--- config.mk ---
export PLATFORM = sky130hd
export DESIGN_NAME = mac_acc_node
export DESIGN_NICKNAME = d
export VERILOG_FILES = /design/src/rtl/mac_acc_node.sv
export SDC_FILE = /design/constraint.sdc
export NUM_CORES = 2
export LEC_CHECK = 0
export ABC_AREA = 1
export CAP_MARGIN = 20
export CORE_MARGIN = 2
export CORE_UTILIZATION = 29
export DETAILED_ROUTE_END_ITERATION = 6
export GPL_ROUTABILITY_DRIVEN = 1
export SLEW_MARGIN = 20
export SYNTH_ARGS = -nofsm -noshare
export SYNTH_HDL_FRONTEND = slang
export SYNTH_SLANG_ARGS = --single-unit
--- constraint.sdc ---
create_clock -name clk -period 24.6 [get_ports clk]
set_input_delay 6.15 -clock clk [delete_from_list [all_inputs] [get_ports clk]]
set_output_delay 6.15 -clock clk [all_outputs]
set_load 0.01 [all_outputs]
--- src/rtl/mac_acc_node.sv ---
// -----------------------------------------------------------------------------
// mac_acc_node
// Single-neuron multiply-accumulate node. Each clock, 16 unsigned pixel bytes
// are multiplied by 16 signed weight bytes and the products are summed. The
// partial sums are accumulated over a fixed 4-beat frame (64 inputs). On the
// last beat, a bias is added and a ReLU plus scale/saturate activation produces
// an 8-bit node output.
//
// Ports
//   clk   in   1    rising-edge clock
//   rst   in   1    synchronous reset, active-low
//   p     in   128  16 unsigned 8-bit pixel lanes, lane i = p[8i+7:8i]
//   w     in   128  16 signed 8-bit weight lanes,   lane i = w[8i+7:8i]
//   b     in   8    signed bias, only used on beat 3
//   dout  out  22   signed running accumulator of the current frame
//   out1  out  8    activated output of the last completed frame
// -----------------------------------------------------------------------------
module mac_acc_node (
  input  logic         clk,
  input  logic         rst,
  input  logic [127:0] p,
  input  logic [127:0] w,
  input  logic [7:0]   b,
  output logic [21:0]  dout,
  output logic [7:0]   out1
);

  localparam logic [1:0] BEAT_FIRST = 2'd0;
  localparam logic [1:0] BEAT_MID1  = 2'd1;
  localparam logic [1:0] BEAT_MID2  = 2'd2;
  localparam logic [1:0] BEAT_LAST  = 2'd3;

  // Unsigned pixel times signed weight. Both operands are widened to 17 bits
  // as signed values. The true product range (-32640..32385) fits in 17 bits,
  // so keeping the low 17 bits of the product is exact.
  function automatic logic signed [16:0] lane_prod(input logic [7:0] pv,
                                                   input logic [7:0] wv);
    logic signed [16:0] pe;
    logic signed [16:0] we;
    pe = $signed({9'b0, pv});
    we = $signed({{9{wv[7]}}, wv});
    lane_prod = pe * we;
  endfunction

  logic [1:0]         beat_r;
  logic signed [21:0] dout_r;
  logic [7:0]         out1_r;

  logic signed [20:0] psum_s;
  logic signed [21:0] psum_ext_s;
  logic signed [21:0] total_s;
  logic signed [21:0] act_s;
  logic [21:0]        shr_s;
  logic [7:0]         act_out_s;

  // Sum of the 16 lane products for the current beat.
  always_comb begin
    logic signed [16:0] prod;
    psum_s = 21'sd0;
    for (int i = 0; i < 16; i++) begin
      prod   = lane_prod(p[8*i +: 8], w[8*i +: 8]);
      psum_s = psum_s + {{4{prod[16]}}, prod};
    end
  end

  // Frame total on the last beat, bias, then ReLU with scale and saturation.
  always_comb begin
    psum_ext_s = {psum_s[20], psum_s};
    total_s    = dout_r + psum_ext_s;
    act_s      = total_s + {{14{b[7]}}, b};
    // The shift is logical. It is only used when act_s is non-negative.
    shr_s      = act_s >> 8;
    if (act_s[21]) begin
      act_out_s = 8'd0;
    end else if (shr_s > 22'd255) begin
      act_out_s = 8'd255;
    end else begin
      act_out_s = shr_s[7:0];
    end
  end

  // Beat counter, frame accumulator and activated output register.
  always_ff @(posedge clk) begin
    if (!rst) begin
      beat_r <= BEAT_FIRST;
      dout_r <= 22'sd0;
      out1_r <= 8'd0;
    end else begin
      beat_r <= beat_r + 2'd1;
      case (beat_r)
        BEAT_FIRST: begin
          // A new frame starts here, and the previous accumulation is dropped.
          dout_r <= psum_ext_s;
          out1_r <= out1_r;
        end
        BEAT_MID1, BEAT_MID2: begin
          dout_r <= total_s;
          out1_r <= out1_r;
        end
        BEAT_LAST: begin
          dout_r <= total_s;
          out1_r <= act_out_s;
        end
        default: begin
          dout_r <= 22'sd0;
          out1_r <= 8'd0;
        end
      endcase
    end
  end

  assign dout = dout_r;
  assign out1 = out1_r;

endmodule

-- Yosys cells after proc, flatten, opt, wreduce, memory -nomap -nowiden
Cells that the tools add are included.
- register bits after elaboration: 32
- logic and storage cells: 48
- input port bits: 266
- output and inout port bits: 30
- equal/unequal tests: 3
- add/subtract/negate cells: 18
- $lt $le $gt $ge: 1
- muxes and demuxes: 4
- multipliers: 16
- reduce and logical (&&, ||, !) cells: 3
- operators by type and width (kind ; number):
    9-bit by 8-bit multiplier with 17-bit output ; 16
    21-bit adder ; 11
    22-bit one-hot mux with 2 select lines ; 1
    8-bit 2-to-1 mux ; 3
    22-bit by 21-bit adder with 22-bit output ; 1
    22-bit adder ; 1
    20-bit by 17-bit adder with 21-bit output ; 1
    19-bit by 17-bit adder with 20-bit output ; 1
    18-bit by 17-bit adder with 19-bit output ; 1
    17-bit by 17-bit adder with 18-bit output ; 1
    14-bit by 8-bit greater-than comparator with 1-bit output (second input constant) ; 1
    3-bit OR reduction ; 2
    2-bit == test (second input constant) ; 2
    2-bit by 1-bit adder with 2-bit output (second input constant) ; 1
    2-bit by 1-bit == test with 1-bit output (second input constant) ; 1
    2-bit logical NOT ; 1

-- Longest topological paths before layout
- depth after elaboration: 22
- depth in mapped cells: 70

-- Worst setup path after synthesis
Ideal clock, no wire load.
- path kind: input-to-reg
- start point: input w[71]
- end point: register out1_r[0] (netlist: out1[0])
- library setup time: 0.139 ns
- required time: 24.461 ns
- arrival: 18.390 ns
- cell stages on the path: 64
- slack: 6.071 ns
- buffers on the path: 0
- cell sequence: clkinv_1 or2_2 fa_1 fa_1 inv_1 fa_1 inv_1 fa_1 inv_1 ha_1 a21o_1 a31oi_1 o21bai_1 a21oi_1 inv_1 nand2_1 nand2_1 nand2_1 [... 28 more ...] nand2_1 nor4_1 nand4_1 nand3_1 xor2_1 ha_1 a21oi_1 nor2_1 o21a_1 nor3_1 nand3_1 nand2_1 nand2_1 nand3b_4 nand2_4 nor2_8 nand2_1 a21oi_2
- word-level cells in the longest chain between the ends: 15
- RTL lines (item ; line ; RTL):
    start: declaration ; 22 ; input logic [127:0] w,
    9-bit by 8-bit multiplier with 17-bit output (*) ; 42 ; lane_prod = pe * we;
    21-bit adder (*) (8 in a row) ; 62 ; psum_s = psum_s + {{4{prod[16]}}, prod};
    22-bit by 21-bit adder with 22-bit output (*) ; 69 ; total_s = dout_r + psum_ext_s;
    22-bit adder (*) ; 70 ; act_s = total_s + {{14{b[7]}}, b};
    14-bit by 8-bit greater-than comparator with 1-bit output ; 75 ; end else if (shr_s > 22'd255) begin
    8-bit 2-to-1 mux ; 75 ;
    8-bit 2-to-1 mux (*) ; 73 ; if (act_s[21]) begin
    8-bit 2-to-1 mux (*) ; 90 ; case (beat_r)
    end signal: assignment ; 94 ; out1_r <= out1_r;
    end signal: assignment ; 98 ; out1_r <= out1_r;
    end signal: assignment ; 102 ; out1_r <= act_out_s;
    end: declaration ; 47 ; logic [7:0] out1_r;
Every way passes the cells marked *; elsewhere a longest branch is shown, timed or not. The select of a mux whose other input is x is not followed.
A chain may end at the register's enable or synchronous reset.

-- Worst setup path after layout
- start point: input w[63]
- end point: register out1_r[4] (netlist: out1[4])
- word-level cells in the longest chain between the ends: 16
- RTL lines (item ; line):
    9-bit by 8-bit multiplier with 17-bit output (*) ; 42
    21-bit adder (*) (9 in a row) ; 62
    22-bit by 21-bit adder with 22-bit output (*) ; 69
    22-bit adder (*) ; 70
    14-bit by 8-bit greater-than comparator with 1-bit output ; 75
    8-bit 2-to-1 mux ; 75
    8-bit 2-to-1 mux (*) ; 73
    8-bit 2-to-1 mux (*) ; 90
Marked as above.

==> impl_metrics.tcl <==
set metrics [dict create \
    die_area_um2 161000 \
    clock_latency_reported_for_the_late_side_of_the_worst_skew_pair_ns 0.29 \
    hpwl_um 118000 \
    place.detailed.instances 8071 \
    synthCells 5964 \
    place.gp.congestion 0.922 \
    post-route-period-util_pct 81.9 \
    criticalPathCategory "in -> reg" \
    ys_seq_elements 32 \
    endpoint "out1[4]" \
    die_height_um 401 \
    dieWidth_um 401 \
    setup.worst_path.start_class "input pin" \
    cp_max_stage_delay_ns 0.61 \
    clock_tree.root_cell "clkbuf_16" \
    worstRegToRegCells 25 \
    average_instance_area_after_synthesis_um2 7.68 \
    timing.final.max_slew_violations 0 \
    cp_slowest_cell "fa_1" \
    clock_tree.buffer_depth 2 \
    final_hold_viol_count 0 \
    tns_ns 0 \
    r2r_setup_slack_ns 19.86 \
    grtUsageTotal_pct 16.2 \
    setup_repair_after_global_routing_missed_its_margin "false" \
    timing.critical_path.depth 61 \
    route.detailed.wl_per_inst_um 15.8 \
    cts-buffers-inserted 5 \
    timing.critical_path.mode_cell "fa_1" \
    hp-class "reg -> reg" \
    setup.worst_path.end_class "flip-flop" \
    critical_path.reg2reg.startpoint "dout[0]" \
    area_delta_synth_final_pct 10.5 \
    row_count 145 \
    cts_tree "yes" \
    relSlewSlack_pct 37.0 \
    postRouteWirelength_um 128000 \
    via_per_inst 4.36 \
    hold_ws_ns 0.451 \
    final_cell_count_no_fill 8096 \
    yosysWarningCount 0 \
    tritoncts_num_sinks 32 \
    synth.distinct_cells 45 \
    cp.buffers_inverters 13 \
    post_cts_buffers 0 \
    finish.net_count 7912 \
    postSynthNetCount 7856 \
    ctsHtreeMaxLevel 2 \
    number_of_maximum_capacitance_constraint_violations 0 \
    grt_max_degree 27 \
    core-area_um2 157000 \
    antenna_found_initial 58 \
    critPathArrivalTime_ns 20.28 \
    vias 35300 \
    worst_slew_pin_slew_ns 0.943 \
    drt_drc_violations_left 0 \
    drt_iter0_drc 2088 \
    clock-skew-final_ns 0.00709 \
    worst-path-max-fanout 9 \
    finalWorstPathRequiredPeriod_ns 20.15 \
    crit-reg2reg-capture "out1[2]" \
    vias_in_the_first_global_route 37100 \
    required_ns 24.73 \
    drtAntennaViolNets 0 \
    holdBufCountCts 0 \
    post_route_cells_drive_above_1_share_pct 1.64 \
    pre_cts_worst_setup_slack_ns 4.16 \
    fmax_ghz 0.0496 \
    path_delay_family "adder cells" \
    postCtsResizedCells 0 \
    worst_path_setup_slack_after_routing_ns 4.45 \
    ioPinCount 296 \
    place.port_buffers 295 \
    cell_area_synth_um2 45800 \
    detailedRoute.firstPassIterationCount 5 \
    clkSlewWorstSetupHoldPaths_ns 0.06 \
    floorplan.initialDensity_pct 29.2 \
    seq_area_frac_synth_pct 1.40 \
    critPathLaunch "w[63]" \
    outcome "complete, no violations" \
    remaining_global_route_overflow 0 \
    finalSetupViolCount 0 \
    global_route_wire_length_before_repair_um 205000 \
]
state kept, by name, summed over array words and instances (netlist names):
register,cells
out1,8
beat_r,2
dout,22
per-layer routing:
layer	track usage (%)	wire, um	vias up	part of all wire, %
met2	28.6	63400	750	50
met4	3.74	3510	38	2.7
met3	2.90	7290	183	5.7
met5	0	232	-	0.18
li1	-	-	17000	-
met1	20.3	53500	17300	42
cell families after synthesis:
group                      synth area share, %
AOI/OAI and AO/OA                         3.79
xor gates and xnor gates                  3.27
adders and majority gates                 59.2
buffers and inverters                     18.5
DFF                                       1.40
and+or+nand+nor                           13.8
final cells by class:
class | count | area (um^2)
Sequential cell | 32 | 641
Clock buffer | 5 | 125
Antenna cell | 17 | 42.5
Fill cell | 16600 | 106000
Timing Repair Buffer | 296 | 2960
Clock inverter | 3 | 18.8
Tap cell | 2058 | 2570
Inverter | 2015 | 7560
Multi-Input combinational cell | 3670 | 36700
metrics by stage:
stage	utilization [%]	cell area, um^2
after global routing	32.3	50600
after floorplan	-	45800
after CTS	32.3	50500
final	32.3	50600
after global placement	32.2	50400
after detailed placement	32.2	50400
cells in the mapped netlist (all sizes together):
master	count	share of area [%]
inv	2004	16
a21boi	1	0.016
a21oi	176	2.0
a211oi	2	0.033
nand3b	4	0.093
nor3	18	0.22
fa	901	39
nand2	1177	9.7
o21bai	19	0.32
and2	3	0.041
nor2b	1	0.014
a31o	1	0.019
o221ai	1	0.019
a221oi	1	0.019
ha	725	20
o211ai	3	0.049
or2	62	0.85
buf	1	0.0082
o21a	3	0.049
a31oi	13	0.18
xor2	125	2.4
clkbuf	246	2.0
nand4	19	0.26
nand3	70	0.82
o31ai	2	0.033
o311ai	3	0.057
o21ai	71	0.78
o2111ai	1	0.019
nor2	202	1.7
clkinv	11	0.090
nor4	7	0.096
xnor2	46	0.88
dfxtp	32	1.4
a21o	13	0.21
layout by cell type, fill, tap and decap left out, types with 17 or more instances in the layout:
cell	n
clkdlybuf4s50_1	295
xor2_1	125
inv_1	2002
diode_2	17
a21oi_1	168
fa_1	901
nand4_1	19
ha_1	725
nor3_1	17
o21bai_1	18
nand2_1	1172
xnor2_1	46
nor2_1	198
dfxtp_1	32
or2_2	62
nand3_1	65
o21ai_0	65
worst min path at each step:
stage,from,to,slack [ns],cells past startpoint
after floorplan,beat_r[0],beat_r[0],0.42,1
after global placement,beat_r[0],beat_r[0],0.43,1
after detailed placement,beat_r[0],beat_r[0],0.44,1
after CTS,beat_r[0],beat_r[0],0.46,1
after global routing,beat_r[0],beat_r[0],0.49,1
final,beat_r[0],beat_r[0],0.45,1
Power is left out: the tool's default activity adds up to more than one toggle a clock period on the data nets, which glitch-free logic cannot reach.
